File: src/rtl/hawk_axird_pkg.sv
// Packet types exchanged between hawk_pgrd_mngr and the AXI4 read initiator.
// Widths follow the HACD AXI4 configuration used across the hawk blocks.
package hawk_axird_pkg;

   localparam int HACD_AXI4_ADDR_WIDTH = 64;
   localparam int HACD_AXI4_DATA_WIDTH = 512;
   localparam int HACD_AXI4_LEN_WIDTH  = 8;

   typedef struct packed {
      logic [HACD_AXI4_ADDR_WIDTH-1:0] addr;
      logic [HACD_AXI4_LEN_WIDTH-1:0]  arlen;
      logic                            arvalid;
      logic                            rready;
   } axi_rd_reqpkt_t;

   typedef struct packed {
      logic arready;
   } axi_rd_rdypkt_t;

   typedef struct packed {
      logic [1:0]                      rresp;
      logic [HACD_AXI4_DATA_WIDTH-1:0] rdata;
      logic                            rvalid;
      logic                            rlast;
   } axi_rd_resppkt_t;

endpackage

File: src/rtl/hawk_axird_master_if.sv
// AXI4 read-address and read-data channels between the read initiator and
// the DDR-side interconnect.
interface hawk_axird_master_if #(
   parameter int ADDR_WIDTH = 64,
   parameter int DATA_WIDTH = 512,
   parameter int LEN_WIDTH  = 8,
   parameter int ID_WIDTH   = 4
);
   logic [ID_WIDTH-1:0]   arid;
   logic [ADDR_WIDTH-1:0] araddr;
   logic [LEN_WIDTH-1:0]  arlen;
   logic [2:0]            arsize;
   logic [1:0]            arburst;
   logic                  arvalid;
   logic                  arready;
   logic [ID_WIDTH-1:0]   rid;
   logic [DATA_WIDTH-1:0] rdata;
   logic [1:0]            rresp;
   logic                  rlast;
   logic                  rvalid;
   logic                  rready;

   modport master (
      output arid, araddr, arlen, arsize, arburst, arvalid, rready,
      input  arready, rid, rdata, rresp, rlast, rvalid
   );

   modport slave (
      input  arid, araddr, arlen, arsize, arburst, arvalid, rready,
      output arready, rid, rdata, rresp, rlast, rvalid
   );
endinterface

File: src/rtl/hawk_axird_master.sv
// AXI4 read initiator: issues one INCR burst per manager request and streams
// the R beats back through a one-entry output register, flagging protocol errors.
module hawk_axird_master
   import hawk_axird_pkg::*;
#(
   parameter int          ADDR_WIDTH = 64,
   parameter int          DATA_WIDTH = 512,
   parameter int          LEN_WIDTH  = 8,
   parameter int          ID_WIDTH   = 4,
   parameter int unsigned AXI_ID     = 0,
   parameter bit          SWAP_EN    = 1'b1
) (
   input  logic                 clk_i,
   input  logic                 rst_ni,
   input  axi_rd_reqpkt_t       rd_reqpkt_i,
   output axi_rd_rdypkt_t       rd_rdypkt_o,
   output axi_rd_resppkt_t      rd_resppkt_o,
   output logic                 proto_err_o,
   hawk_axird_master_if.master  m_axi
);

   typedef enum logic [1:0] {
      IDLE    = 2'd0,
      AR_SEND = 2'd1,
      R_WAIT  = 2'd2
   } state_t;

   state_t                state_r;
   state_t                state_s;
   logic [ADDR_WIDTH-1:0] addr_r;
   logic [LEN_WIDTH-1:0]  len_r;
   logic [LEN_WIDTH:0]    cnt_r;
   logic                  out_valid_r;
   logic [DATA_WIDTH-1:0] rdata_r;
   logic [1:0]            rresp_r;
   logic                  rlast_r;
   logic                  proto_err_r;
   logic                  capture_s;
   logic                  beat_s;
   logic                  arready_s;
   logic                  arvalid_s;
   logic                  rready_s;
   logic                  err_s;
   logic [DATA_WIDTH-1:0] swap_data_s;

   // Reverse the byte order inside every 64-bit lane of a beat.
   function automatic logic [DATA_WIDTH-1:0] get_8byte_byteswap(input logic [DATA_WIDTH-1:0] d);
      logic [DATA_WIDTH-1:0] s;
      s = {DATA_WIDTH{1'b0}};
      for (int ln = 0; ln < DATA_WIDTH / 64; ln++) begin
         for (int bt = 0; bt < 8; bt++) begin
            s[ln*64 + bt*8 +: 8] = d[ln*64 + (7 - bt)*8 +: 8];
         end
      end
      return s;
   endfunction

   assign swap_data_s = SWAP_EN ? get_8byte_byteswap(m_axi.rdata) : m_axi.rdata;

   // Next-state and handshake decode.
   always_comb begin
      state_s   = state_r;
      capture_s = 1'b0;
      beat_s    = 1'b0;
      arready_s = 1'b0;
      arvalid_s = 1'b0;
      rready_s  = 1'b0;
      case (state_r)
         IDLE: begin
            arready_s = 1'b1;
            if (rd_reqpkt_i.arvalid) begin
               capture_s = 1'b1;
               state_s   = AR_SEND;
            end else begin
               state_s   = IDLE;
            end
         end
         AR_SEND: begin
            arvalid_s = 1'b1;
            if (m_axi.arready) begin
               state_s = R_WAIT;
            end else begin
               state_s = AR_SEND;
            end
         end
         R_WAIT: begin
            // Output register drains and reloads in the same cycle.
            rready_s = !out_valid_r || rd_reqpkt_i.rready;
            if (rready_s && m_axi.rvalid) begin
               beat_s  = 1'b1;
               state_s = m_axi.rlast ? IDLE : R_WAIT;
            end else begin
               state_s = R_WAIT;
            end
         end
         default: begin
            state_s = IDLE;
         end
      endcase
   end

   // Protocol check: a beat past arlen without rlast keeps flagging until rlast.
   always_comb begin
      err_s = 1'b0;
      if (m_axi.rid != ID_WIDTH'(AXI_ID)) begin
         err_s = 1'b1;
      end else if (m_axi.rlast) begin
         err_s = (cnt_r != {1'b0, len_r});
      end else begin
         err_s = (cnt_r >= {1'b0, len_r});
      end
   end

   // State, captured request, beat counter and response register.
   always_ff @(posedge clk_i or negedge rst_ni) begin
      if (!rst_ni) begin
         state_r     <= IDLE;
         addr_r      <= {ADDR_WIDTH{1'b0}};
         len_r       <= {LEN_WIDTH{1'b0}};
         cnt_r       <= {(LEN_WIDTH+1){1'b0}};
         out_valid_r <= 1'b0;
         rdata_r     <= {DATA_WIDTH{1'b0}};
         rresp_r     <= 2'b00;
         rlast_r     <= 1'b0;
         proto_err_r <= 1'b0;
      end else begin
         state_r     <= state_s;
         proto_err_r <= beat_s && err_s;
         if (capture_s) begin
            addr_r <= rd_reqpkt_i.addr;
            len_r  <= rd_reqpkt_i.arlen;
            cnt_r  <= {(LEN_WIDTH+1){1'b0}};
         end else if (beat_s && (cnt_r != {(LEN_WIDTH+1){1'b1}})) begin
            cnt_r  <= cnt_r + (LEN_WIDTH+1)'(1);
         end else begin
            cnt_r  <= cnt_r;
         end
         if (beat_s) begin
            out_valid_r <= 1'b1;
            rdata_r     <= swap_data_s;
            rresp_r     <= m_axi.rresp;
            rlast_r     <= m_axi.rlast;
         end else if (rd_reqpkt_i.rready) begin
            out_valid_r <= 1'b0;
         end else begin
            out_valid_r <= out_valid_r;
         end
      end
   end

   assign m_axi.arid    = ID_WIDTH'(AXI_ID);
   assign m_axi.araddr  = addr_r;
   assign m_axi.arlen   = len_r;
   assign m_axi.arsize  = 3'b110;
   assign m_axi.arburst = 2'b01;
   assign m_axi.arvalid = arvalid_s;
   assign m_axi.rready  = rready_s;

   assign rd_rdypkt_o  = '{arready: arready_s};
   assign rd_resppkt_o = '{rresp: rresp_r, rdata: rdata_r, rvalid: out_valid_r, rlast: rlast_r};
   assign proto_err_o  = proto_err_r;

endmodule

File: src/flat_wrapper.sv
// flat-port wrapper written by rule: the top's interface ports become plain ports
module hawk_axird_master_flat import hawk_axird_pkg::*;
#(
   parameter int          ADDR_WIDTH = 64,
   parameter int          DATA_WIDTH = 512,
   parameter int          LEN_WIDTH  = 8,
   parameter int          ID_WIDTH   = 4,
   parameter int unsigned AXI_ID     = 0,
   parameter bit          SWAP_EN    = 1'b1
)
  (clk_i, rst_ni, rd_reqpkt_i, rd_rdypkt_o, rd_resppkt_o, proto_err_o, m_axi_arid, m_axi_araddr, m_axi_arlen, m_axi_arsize, m_axi_arburst, m_axi_arvalid, m_axi_rready, m_axi_arready, m_axi_rid, m_axi_rdata, m_axi_rresp, m_axi_rlast, m_axi_rvalid);
  hawk_axird_master_if #(.ADDR_WIDTH(ADDR_WIDTH), .DATA_WIDTH(DATA_WIDTH), .LEN_WIDTH(LEN_WIDTH), .ID_WIDTH(ID_WIDTH)) m_axi_i ();
  input  logic clk_i;
  input  logic rst_ni;
  input  axi_rd_reqpkt_t rd_reqpkt_i;
  output axi_rd_rdypkt_t rd_rdypkt_o;
  output axi_rd_resppkt_t rd_resppkt_o;
  output logic proto_err_o;
  output wire logic [$bits(m_axi_i.arid)-1:0] m_axi_arid;
  output wire logic [$bits(m_axi_i.araddr)-1:0] m_axi_araddr;
  output wire logic [$bits(m_axi_i.arlen)-1:0] m_axi_arlen;
  output wire logic [$bits(m_axi_i.arsize)-1:0] m_axi_arsize;
  output wire logic [$bits(m_axi_i.arburst)-1:0] m_axi_arburst;
  output wire logic [$bits(m_axi_i.arvalid)-1:0] m_axi_arvalid;
  output wire logic [$bits(m_axi_i.rready)-1:0] m_axi_rready;
  input wire logic [$bits(m_axi_i.arready)-1:0] m_axi_arready;
  input wire logic [$bits(m_axi_i.rid)-1:0] m_axi_rid;
  input wire logic [$bits(m_axi_i.rdata)-1:0] m_axi_rdata;
  input wire logic [$bits(m_axi_i.rresp)-1:0] m_axi_rresp;
  input wire logic [$bits(m_axi_i.rlast)-1:0] m_axi_rlast;
  input wire logic [$bits(m_axi_i.rvalid)-1:0] m_axi_rvalid;
  assign m_axi_arid = m_axi_i.arid;
  assign m_axi_araddr = m_axi_i.araddr;
  assign m_axi_arlen = m_axi_i.arlen;
  assign m_axi_arsize = m_axi_i.arsize;
  assign m_axi_arburst = m_axi_i.arburst;
  assign m_axi_arvalid = m_axi_i.arvalid;
  assign m_axi_rready = m_axi_i.rready;
  assign m_axi_i.arready = m_axi_arready;
  assign m_axi_i.rid = m_axi_rid;
  assign m_axi_i.rdata = m_axi_rdata;
  assign m_axi_i.rresp = m_axi_rresp;
  assign m_axi_i.rlast = m_axi_rlast;
  assign m_axi_i.rvalid = m_axi_rvalid;
  hawk_axird_master #(.ADDR_WIDTH(ADDR_WIDTH), .DATA_WIDTH(DATA_WIDTH), .LEN_WIDTH(LEN_WIDTH), .ID_WIDTH(ID_WIDTH), .AXI_ID(AXI_ID), .SWAP_EN(SWAP_EN)) u_core (.clk_i(clk_i), .rst_ni(rst_ni), .rd_reqpkt_i(rd_reqpkt_i), .rd_rdypkt_o(rd_rdypkt_o), .rd_resppkt_o(rd_resppkt_o), .proto_err_o(proto_err_o), .m_axi(m_axi_i));
endmodule
File: config.mk
export PLATFORM = sky130hd
export DESIGN_NAME = hawk_axird_master_flat
export DESIGN_NICKNAME = d
export VERILOG_FILES = /design/src/rtl/hawk_axird_pkg.sv /design/src/rtl/hawk_axird_master_if.sv /design/src/rtl/hawk_axird_master.sv /design/src/flat_wrapper.sv
export SDC_FILE = /design/constraint.sdc
export NUM_CORES = 1
export LEC_CHECK = 0
export CORE_AREA = 5 5 458 460
export CTS_BUF_LIST = sky130_fd_sc_hd__clkbuf_2 sky130_fd_sc_hd__clkbuf_4 sky130_fd_sc_hd__clkbuf_8
export CTS_CLUSTER_SIZE = 20
export DETAILED_ROUTE_END_ITERATION = 8
export DIE_AREA = 0 0 463 465
export HOLD_SLACK_MARGIN = 0.06
export PLACE_DENSITY = 0.43
export SLEW_MARGIN = 0
export SYNTH_ARGS = -nofsm -noshare
export SYNTH_HDL_FRONTEND = slang
export SYNTH_SLANG_ARGS = --single-unit
export TNS_END_PERCENT = 20
File: constraint.sdc
create_clock -name clk_i -period 3 [get_ports clk_i]
set_input_delay 0.6 -clock clk_i [delete_from_list [all_inputs] [get_ports clk_i]]
set_output_delay 0.6 -clock clk_i [all_outputs]
set_load 0.1 [all_outputs]
-- Word level (Yosys, flattened, before mapping)
Index checks and enable logic that the tools add are counted.
- logic and storage cells: 42
- input port bits: 597
- memories: 0
- output and inout bits: 601
- ROM bits: 0
- bits in latches: 0
- flip-flop bits (word level): 600
- memory bits (writable): 0
- multipliers: 0
- bitwise operators: 0
- eq/ne operators: 4
- muxes and demuxes: 18
- reductions and logical operators: 9
- div/mod/pow operators: 0
- order comparisons: 1
- shift operators: 0
- add/sub/neg operators: 1
- operator list (cell ; number):
    two-way mux 9 bit ; 2
    two-way mux 1 bit ; 12
    adder 9 x 1 -> 9 bit, second input constant ; 1
    >= comparator 9 x 8 -> 1 bit ; 1
    != test 9 x 8 -> 1 bit ; 1
    != test 9 bit, second input constant ; 1
    two-way mux 2 bit ; 3
    case mux 2 bit (3 select lines) ; 1
    nonzero test 2 bit ; 2
    nonzero test 4 bit ; 1
    logical AND 1 bit ; 3
    equality test 2 x 1 -> 1 bit, second input constant ; 1
    equality test 2 bit, second input constant ; 1
    logical NOT 2 bit ; 1
    logical NOT 1 bit ; 1
    logical OR 1 bit ; 1

-- Logic depth before layout (Yosys ltp)
- depth after elaboration: 8
- gate-level depth with buffers: 9
- gate-level depth less buffers: 8

-- Worst setup path after synthesis
OpenSTA, ideal clock, no wires.
- kind: register -> register
- start point: register u_core.state_r[0]
- end point: register u_core.cnt_r[0]
- required time: 2869 ps
- path buffers: 1
- clock period less this slack: 2682 ps
- setup time: 131 ps
- arrival: 2551 ps
- path slack: 318 ps
- stages on the path, launching flop included: 6
- cells stage by stage: dfrtp_1 > nor2_1 > nand2_1 > clkbuf_1 > nand3_1 > o21ai_0
- longest elaborated chain between the ends: 4
- elaborated cells between the ends (all ways): 7
- those cells by class: eq/ne (1); mux (3); reduce/logical (3)
- ends and longest elaborated chain (what ; line ; RTL):
    start: declaration ; hawk_axird_master.sv:28 ; state_t state_r;
    start signal: assignment ; hawk_axird_master.sv:127 ; state_r <= state_s;
    equality test 2 bit ; hawk_axird_master.sv:68 ; case (state_r)
    two-way mux 1 bit ; hawk_axird_master.sv:68 ;
    logical AND 1 bit ; hawk_axird_master.sv:133 ; end else if (beat_s && (cnt_r != {(LEN_WIDTH+1){1'b1}})) begin
    nonzero test 2 bit (no source line) ; - ;
    end signal: assignment ; hawk_axird_master.sv:132 ; cnt_r <= {(LEN_WIDTH+1){1'b0}};
    end signal: assignment ; hawk_axird_master.sv:134 ; cnt_r <= cnt_r + (LEN_WIDTH+1)'(1);
    end signal: assignment ; hawk_axird_master.sv:136 ; cnt_r <= cnt_r;
    end: declaration ; hawk_axird_master.sv:32 ; logic [LEN_WIDTH:0] cnt_r;
Several ways; a longest one is shown, not always the timed one.
A chain may end at the register's enable or synchronous reset.

-- Final worst setup path
- start point: register u_core.state_r[1]
- end point: output m_axi_arvalid
- longest elaborated chain between the ends: 2
- ends and longest elaborated chain (what ; line ; RTL):
    equality test 2 x 1 -> 1 bit ; hawk_axird_master.sv:68 ;
    two-way mux 1 bit ; hawk_axird_master.sv:68 ;
    end: declaration ; flat_wrapper.sv:24 ; output wire logic [$bits(m_axi_i.arvalid)-1:0] m_axi_arvalid;
Every way passes these cells.

==> results.txt <==
The placed wire-length estimate came out at 131000 microns. TritonCTS built the clock tree. The distinct cell type count of the synthesized netlist is 30. The library cell used as clock root buffer is sky130_fd_sc_hd__clkbuf_8.

The via count of the first global-routing pass is 19300. The largest net degree at the start of global routing came out at 91. The post-synthesis average cell area came out at 15.4 sq um. The core region is 206000 sq um. Across every metal layer, demand over resource in global routing totals 13.8%. The share of the synthesized netlist area taken by xor and xnor gates came out at 0%. The total setup violations reported at the end of the flow is 0. Summed over all layers, the routed wires come to 154000 microns.

The adder-cell share of the synthesized area came out at 0.543%. In this run the critical register-to-register path is captured at u_core.cnt_r[5]. The placement-stage worst setup slack came out at 0.286 ns. The largest clock skew in the final design came out at 0.0925 ns. Yosys attributes the largest share of cell area to sky130_fd_sc_hd__dfrtp_1, sky130_fd_sc_hd__mux2_2, sky130_fd_sc_hd__mux2_4. The tightest slew margin relative to the limit came out at 54.7%. The share of cell area taken by muxes after synthesis is 26.9%.

The path class of the lowest-slack min-delay path is input pin to flip-flop. The vias after detailed routing is 18000. After synthesis, the largest family of logic cells by area is multiplexers. The total DRC errors in the routed layout is 0. The clock sink count came out at 600. Summing the areas of all and, or, nand and nor instances in the mapped netlist gives 4.35% of the synthesized area. The total of cells resized after clock tree synthesis came out at 0. The run finished with clean final reports.

The final weighted congestion of routability-driven global placement is 0.851. The fraction of final layout cells sized beyond drive strength 1 came out at 47.1%. In this run the cell area of the synthesized design comes to 23100 sq um.

The setup slack after layout came out at 0.410 ns. The max-slew violation total from the final report came to 0. The final critical delay including setup and external delays came out at 2.59 ns. STA puts the critical path data arrival time at 1.99 ns. The longest clock path from root to sink contains 3 buffers. The first routing iteration left 786 violations.

The required time of the worst setup path is 2.40 ns. The x dimension of the die is 463 microns. The count of final hold-check violations came out at 0. The startpoint identified for the worst register-to-register timing path is u_core.cnt_r[0]. The number of buffers created by CTS came out at 118. The overall die height came out at 465 microns. Setup repair after global routing left no endpoint under its margin. The critical setup path kind is flip-flop to output port. The leading cell type in the layout, fill and taps excluded is sky130_fd_sc_hd__buf_4. The share of synthesized area occupied by flip-flops and latches is 65.1%. The multi-input gate area in the final layout is 7510 sq um. The CTS H-tree depth is 3. The overflow left after global routing came out at 0.

The per-cell routed wire length came out at 27.5 microns. The die covers 215000 sq um. The worst register-to-register path has a depth of 8.

Before antenna repair, the detailed router went through 4 iterations. Summed over all instances, the cell type with the most area after synthesis is sky130_fd_sc_hd__dfrtp_1. The average vias per placed instance came out at 3.22.

The most critical setup path has its endpoint at m_axi_arvalid. The initial antenna violation count is 110. The final antenna-violating net count is 0. The yosys synthesis warning count is 0. The synthesis-stage register bit count is 600. The max-capacitance violation count is 0. During I/O placement, the number of pins put on the boundary was 1198.

The transition at the pin with the smallest max-transition slack came out at 0.680 ns. STA classifies the critical path endpoint as an output port. The number of placement rows came out at 167. The setup TNS is 0 ns.

The startpoint identified for the worst hold timing path is rd_reqpkt_i[57]. The synthesized netlist devotes 0.629% of its cell area to compound gates. The starting density of the core came out at 11.2%.

The first global-routing pass estimated 197000 microns of wire. The number of port buffers came out at 1188. The reg2reg setup slack is 0.56 ns. The area growth from synthesis to layout is 72.5%.

The library cells used most frequently in the layout, excluding fill and tap cells, are sky130_fd_sc_hd__buf_4, sky130_fd_sc_hd__dfrtp_1, sky130_fd_sc_hd__clkdlybuf4s50_1. The worst setup path is launched from a flip-flop. Once the clock tree was built, the setup fixing pass inserted 0 buffers.

After the last flow step, the layout net total stands at 3389. The achievable clock frequency came out at 0.386 GHz. The share of the cycle needed by the critical path after routing came out at 86.3%. The share of the core filled with cells in the final layout is 19.3%. After clock tree synthesis, the clock-pin slew on the worst setup and hold paths is 0.06 ns. The sequential cells in the finished layout cover a total of 15000 sq um.

The area share of the leading cell type in the synthesized netlist came out at 65.1%. The beginning of the critical path is u_core.state_r[1]. The number of hold buffers added after CTS is 1. The clock latency at the later pin of the worst-skew pair is 0.89 ns.

The area of all placed cells without fillers is 39800 sq um. The number of instances in the synthesized netlist came out at 1495. The number of filler instances in the final layout came out at 22400. The largest fanout of any net on the critical path is 3. The standard cell area after detailed placement is 37100 sq um.
## synth_stat cells
cell type / count
sky130_fd_sc_hd__nor3_1: 2
sky130_fd_sc_hd__a21oi_1: 5
sky130_fd_sc_hd__a22o_1: 1
sky130_fd_sc_hd__and3_1: 4
sky130_fd_sc_hd__mux2_1: 28
sky130_fd_sc_hd__nand2_1: 213
sky130_fd_sc_hd__nand2b_1: 3
sky130_fd_sc_hd__or3_1: 4
sky130_fd_sc_hd__o21ai_0: 13
sky130_fd_sc_hd__mux2_2: 387
sky130_fd_sc_hd__nor2b_4: 1
sky130_fd_sc_hd__and2_1: 3
sky130_fd_sc_hd__inv_1: 10
sky130_fd_sc_hd__buf_2: 49
sky130_fd_sc_hd__dfrtp_1: 600
sky130_fd_sc_hd__a21o_1: 3
sky130_fd_sc_hd__a211o_1: 1
sky130_fd_sc_hd__conb_1: 2
sky130_fd_sc_hd__nor2_1: 2
sky130_fd_sc_hd__buf_4: 11
sky130_fd_sc_hd__nand4_1: 4
sky130_fd_sc_hd__buf_6: 15
sky130_fd_sc_hd__nand3_2: 1
sky130_fd_sc_hd__mux2i_1: 2
sky130_fd_sc_hd__and4_1: 1
sky130_fd_sc_hd__mux2_4: 100
sky130_fd_sc_hd__nand3_1: 8
sky130_fd_sc_hd__a211oi_1: 2
sky130_fd_sc_hd__ha_1: 10
sky130_fd_sc_hd__clkbuf_1: 10
## layer usage
metal	global-route usage [%]	routed length (microns)	vias up	share of wire, %
met2	22.8	71400	1080	46
met3	9.57	23300	309	15
li1	-	-	7727	-
met1	14.4	55600	8881	36
met4	2.96	3400	22	2.2
met5	0	146	-	0.095
## sequential cells by signal (all words and copies together), names as in the netlist
register / cells
u_core.cnt_r: 9
u_core.m_axi.araddr: 64
u_core.m_axi.arlen: 8
u_core.out_valid_r: 1
u_core.proto_err_o: 1
u_core.rdata_r: 512
u_core.rlast_r: 1
u_core.rresp_r: 2
u_core.state_r: 2
## cell families (layout without fill, tap and decap cells)
family | after synthesis | count (layout)
compound gates | 25 | 25
fa+ha+maj | 10 | 10
buf+inv | 95 | 1470
flops | 600 | 600
mux | 517 | 517
other cells | 2 | 17
simple gates | 246 | 246
## through the flow
step | hold slack, ns | instances
2_1_floorplan | 0.304 | 1502
3_3_place_gp | 0.461 | 5365
3_5_place_dp | 0.465 | 5365
4_1_cts | 0.100 | 5581
5_1_grt | 0.183 | 5583
6_report | 0.269 | 5589
## layout make-up
| class | instances | share of cell area, % |
|---|---|---|
| inverters | 10 | 0.0944 |
| clock buffers | 187 | 5.87 |
| well taps | 2704 | 8.51 |
| clock inverters | 28 | 0.881 |
| flip-flops and latches | 600 | 37.8 |
| repair buffers | 1245 | 28.0 |
| multi-input cells | 807 | 18.9 |
| diodes | 8 | 0.0503 |
## worst min path at each step
stage                                          to  slack (ns)  cells past startpoint
final                     u_core.m_axi.araddr[47]        0.27                      3
after global routing      u_core.m_axi.araddr[51]        0.18                      3
after CTS                 u_core.m_axi.araddr[47]        0.10                      3
after detailed placement  u_core.m_axi.araddr[46]        0.46                      2
after global placement    u_core.m_axi.araddr[51]        0.46                      2
after floorplan                   u_core.cnt_r[0]        0.30                      0
## worst max-delay path, cell delays in order (launching register included)
cell                       delay (ns)
sky130_fd_sc_hd__dfrtp_1         0.38
sky130_fd_sc_hd__nand2b_1        0.16
sky130_fd_sc_hd__inv_1           0.08
sky130_fd_sc_hd__buf_2           0.52
Power is not shown: default switching activity piles up to over one toggle a cycle in this logic, so the estimate is an artifact.
